**src/rtl/ve32_pkg.sv**
```systemverilog
// Shared parameters and state type for the ve32 column carry-resolve stage.
// Widths are sized for four 8-bit chunks feeding seven column sums.
package ve32_pkg;

    localparam int CHUNK_W = 8;
    localparam int NCOL    = 7;
    localparam int COL_W   = 18;
    localparam int CARRY_W = 11;
    localparam int PROD_W  = CHUNK_W * (NCOL + 1);
    localparam int CNT_W   = 3;

    typedef enum logic [1:0] {
        IDLE  = 2'd0,
        RUN   = 2'd1,
        FLUSH = 2'd2,
        DONE  = 2'd3
    } state_e;

endpackage

```
**src/rtl/ve32_column_combiner.sv**
```systemverilog
// Sequential carry-resolve stage: ripples the carry through one column sum per
// cycle and presents the 64-bit product behind a valid/ready handshake.
module ve32_column_combiner
    import ve32_pkg::*;
(
    input  logic                     clk,
    input  logic                     rst,
    input  logic                     in_valid,
    output logic                     in_ready,
    input  logic [NCOL*COL_W-1:0]    cols,
    output logic                     out_valid,
    input  logic                     out_ready,
    output logic [PROD_W-1:0]        prod,
    output logic                     ovf,
    output logic                     busy
);

    state_e               state_q, state_d;
    logic [COL_W-1:0]     col_q [NCOL];
    logic [COL_W-1:0]     col_d [NCOL];
    logic [CARRY_W-1:0]   carry_q, carry_d;
    logic [CNT_W-1:0]     cnt_q, cnt_d;
    logic [PROD_W-1:0]    prod_q, prod_d;
    logic                 ovf_q, ovf_d;
    logic [COL_W:0]       step_sum;

    // One column plus the running carry; the extra bit keeps the full carry-out.
    assign step_sum = {1'b0, col_q[cnt_q]}
                    + {{(COL_W + 1 - CARRY_W){1'b0}}, carry_q};

    always_comb begin
        state_d = state_q;
        col_d   = col_q;
        carry_d = carry_q;
        cnt_d   = cnt_q;
        prod_d  = prod_q;
        ovf_d   = ovf_q;
        case (state_q)
            IDLE: begin
                if (in_valid) begin
                    for (int k = 0; k < NCOL; k++) begin
                        col_d[k] = cols[k*COL_W +: COL_W];
                    end
                    carry_d = '0;
                    cnt_d   = '0;
                    state_d = RUN;
                end
            end
            RUN: begin
                for (int k = 0; k < NCOL; k++) begin
                    if (cnt_q == CNT_W'(k)) begin
                        prod_d[k*CHUNK_W +: CHUNK_W] = step_sum[CHUNK_W-1:0];
                    end
                end
                carry_d = step_sum[COL_W:CHUNK_W];
                if (cnt_q == CNT_W'(NCOL - 1)) begin
                    state_d = FLUSH;
                end else begin
                    cnt_d = cnt_q + 1'b1;
                end
            end
            FLUSH: begin
                // Whatever carry remains above the top byte means the columns were illegal.
                prod_d[PROD_W-1 -: CHUNK_W] = carry_q[CHUNK_W-1:0];
                ovf_d   = |carry_q[CARRY_W-1:CHUNK_W];
                state_d = DONE;
            end
            DONE: begin
                if (out_ready) begin
                    state_d = IDLE;
                end
            end
            default: begin
                state_d = IDLE;
            end
        endcase
    end

    always_ff @(posedge clk or posedge rst) begin
        if (rst) begin
            state_q <= IDLE;
            for (int k = 0; k < NCOL; k++) begin
                col_q[k] <= '0;
            end
            carry_q <= '0;
            cnt_q   <= '0;
            prod_q  <= '0;
            ovf_q   <= 1'b0;
        end else begin
            state_q <= state_d;
            col_q   <= col_d;
            carry_q <= carry_d;
            cnt_q   <= cnt_d;
            prod_q  <= prod_d;
            ovf_q   <= ovf_d;
        end
    end

    assign in_ready  = (state_q == IDLE);
    assign out_valid = (state_q == DONE);
    assign busy      = (state_q == RUN) || (state_q == FLUSH);
    assign prod      = prod_q;
    assign ovf       = ovf_q;

endmodule

```
**config.mk**
```make
export PLATFORM = sky130hd
export DESIGN_NAME = ve32_column_combiner
export DESIGN_NICKNAME = d
export VERILOG_FILES = /design/src/rtl/ve32_pkg.sv /design/src/rtl/ve32_column_combiner.sv
export SDC_FILE = /design/constraint.sdc
export NUM_CORES = 1
export LEC_CHECK = 0
export ABC_AREA = 1
export CORE_MARGIN = 3
export CORE_UTILIZATION = 40
export CTS_CLUSTER_SIZE = 30
export DETAILED_ROUTE_END_ITERATION = 12
export PLACE_DENSITY = 0.72
export SLEW_MARGIN = 40
export SYNTH_ARGS = -nofsm -noshare
export SYNTH_HDL_FRONTEND = slang
export SYNTH_SLANG_ARGS = --single-unit
```
**constraint.sdc**
```tcl
create_clock -name clk -period 6.4 [get_ports clk]
set_input_delay 0.96 -clock clk [delete_from_list [all_inputs] [get_ports clk]]
set_output_delay 0.96 -clock clk [all_outputs]
set_load 0.005 [all_outputs]
```
==> flow_summary.yaml <==
die:
  ioPinCount: 198
  core-area_mm2: 0.0236
  row_count: 56
  start_util_pct: 40.9
  dieArea_mm2: 0.0260
  die_w_um: 161
  die_h_um: 161
routing:
  first_iter_violations: 740
  drc: 0
  dr_total_vias: 8339
  routedWlPerCell_um: 15.9
  wl_um: 27000
  firstDrtPassIters: 6
  ant_nets: 0
  avgViaCountPerCell: 4.92
worst_setup_path:
  end_kind: "flop"
  slowest_delay_ps: 720
  cp_num_buf_inv: 1
  crit_type: "flop to flop"
  cp.required_ps: 6750
  cp.arrival_ps: 4260
  crit_slowest_cell: "dfrtp_2"
  cp_max_fo: 54
  cp_cell_sequence: "buf_4 > nor2_4 > a221oi_1 > a31oi_1 > fa_1 > nand2_1 > nor2_1 > nor2_1 > o21ai_0 > xnor2_1 > o21ai_0"
  r2r-start: "cnt_q[0]"
  crit_family: "compound AO/OA/AOI/OAI gates"
  cp-startpoint: "cnt_q[0]"
  r2r_setup_slack_ps: 2490
  startpoint_type: "flop"
timing:
  finalCritPeriodShare_pct: 61.1
  tightest_slew_ps: 761
  drv_slew: 0
  tns_ps: 0
  min_period_ps: 3910
  relSlewSlack_pct: 49.3
  fin_ws_ps: 2490
  skew_ps: 27.4
  fmax_mhz: 256
  finalHoldViolations: 0
  rsz0062_at_grt: "no"
  setup_viol: 0
power:
  vdd_drop_max_mv: 0.222
  powerDensity_mw_per_mm2: 517
  power_switching_mw: 2.70
  power.share.clock_pct: 19.9
  power_frac_comb_pct: 45.5
  totalPowerFinal_mw: 6.50
  pwr-share-seq_pct: 34.6
  switching_share_pct: 41.6
  p_leak_nw: 6.00
  intPower_mw: 3.79
clock_network:
  cts_tree: "done"
  numCtsBuffers: 23
  htree_levels: 1
  cts_resized: 0
  numClockSinks: 207
  post_cts_buffers: 0
  clk_pin_slew_ps: 60
  clk-insertion-delay-late_ps: 520
  cts_buffer_depth: 3
  cts_root_buffer: "clkbuf_16"
  holdBufCountCts: 0
grt:
  overflow: 0
  grt_start_max_net_pins: 104
  grt_pass1_vias: 8209
  antenna_found_initial: 0
  grt_usage_pct: 20.6
  grt_pass1_wl_um: 43400
placement:
  place_congestion: 0.886
  numPortBuffers: 197
  place_ws_ps: 2560
  dp_hpwl_um: 19400
  placedCellCount: 1654
layout:
  n_antenna_cell: 0
  drive_above_1_share_pct: 5.30
  fillerInstances: 2206
  final_util_pct: 53.2
  area_growth_pct: 30.1
  layout.cells.non_filler: 1696
  final_nets: 1511
min_path:
  min_path_type: "flop to flop"
  min_from: "col_q[53]"
yosys:
  avgSynthCellArea_um2: 8.12
  ys_ff_latch: 207
  syn_nets: 1340
  syn_inst: 1189
  yosys_warnings: 0
  ys_types: 33
  yosysSeqAreaShare_pct: 53.7
  synth_area_mm2: 0.00965
outcome:
  status: "finished clean"
run:
  timing.max_cap.violations: 0
cells in the mapped netlist:
cell type	number	area share [%]
inv_1	98	3.8
nand2_2	3	0.19
nand4_1	1	0.065
a21oi_1	9	0.47
nand3_1	28	1.5
o211ai_1	11	0.86
inv_2	5	0.19
o21ai_0	145	7.5
a21boi_0	1	0.078
mux2_2	9	1.1
buf_6	3	0.35
a211oi_1	1	0.078
xnor2_1	1	0.091
a31oi_1	13	0.84
a221oi_1	11	1.0
nor2_4	1	0.12
buf_1	3	0.12
fa_1	1	0.21
buf_2	20	1.0
nand2_1	474	18
dfrtp_1	207	54
nor2_2	5	0.32
buf_8	1	0.16
o22ai_1	1	0.065
nor2_1	61	2.4
a21o_1	1	0.078
nand2_4	2	0.23
clkinv_1	1	0.039
buf_4	1	0.078
xor2_1	5	0.45
ha_1	20	2.6
o21ai_1	15	0.78
clkbuf_1	31	1.2
placed cells by master, fill, tap and decap left out, types with 13 or more instances in the layout:
cell             instances
nor2_1                  61
a31oi_1                 13
clkbuf_16               23
dfrtp_1                206
nand3_1                 28
o21ai_1                 15
nand2_1                473
ha_1                    20
inv_1                   95
o21ai_0                145
clkdlybuf4s50_1        197
metrics by stage:
step	cell area, µm²	hold slack (ps)
final	12600	477
after global routing	12600	498
after floorplan	9660	444
after CTS	12600	478
after detailed placement	11800	461
after global placement	11800	458
power groups by stage:
stage / registers [mW] / clock network, mW / logic (mW)
6_report: 2.25 / 1.30 / 2.96
5_1_grt: 2.31 / 1.37 / 3.34
4_1_cts: 2.24 / 1.32 / 2.97
3_5_place_dp: 2.26 / 0 / 2.95
3_3_place_gp: 2.25 / 0 / 2.90
2_1_floorplan: 2.16 / 0 / 1.87
flip-flops by register name, summed over array words and instances (netlist names):
signal	count
carry_q	11
cnt_q	3
col_q	126
ovf	1
prod	64
state_q	2
worst paths after layout:
path / end / cells past startpoint
max reg2reg: prod[54] / 11
max: prod[54] / 11
min in group asynchronous: col_q[86] / 2
min reg2reg: col_q[53] / 2
min: col_q[53] / 2
max in group asynchronous: cnt_q[0] / 3
tightest hold or removal path: cells and delay by family, from the launching register on:
| family | cells | cell delay (ps) |
|---|---|---|
| AND/OR/NAND/NOR | 2 | 110 |
| flip-flops | 1 | 340 |
per-layer routing:
| layer | wire length (µm) | vias to the layer above | GRT usage (%) | part of all wire, % |
|---|---|---|---|---|
| met3 | 1790 | 44 | 3.57 | 6.6 |
| met1 | 12300 | 3875 | 29.5 | 46 |
| li1 | - | 4108 | - | - |
| met4 | 672 | 0 | 5.48 | 2.5 |
| met5 | 0 | - | 0 | 0 |
| met2 | 12200 | 312 | 32.4 | 45 |
kinds of logic after synthesis:
family,after synthesis,synth area share (%)
flops,207,53.7
xor+xnor,6,0.544
buf+inv,163,6.99
mux,9,1.05
simple gates,575,23.2
compound gates,208,11.8
fa+ha+maj,21,2.80
layout make-up:
cell class | instances | area (µm²) | share of cell area (%)
repair buffers | 205 | 2040 | 16.2
clock inverters | 5 | 53.8 | 0.428
well taps | 319 | 399 | 3.18
inverters | 104 | 399 | 3.18
clock buffers | 37 | 688 | 5.48
flip-flops and latches | 207 | 5180 | 41.3
multi-input cells | 819 | 3800 | 30.3
(Power assumes the default switching activity.)
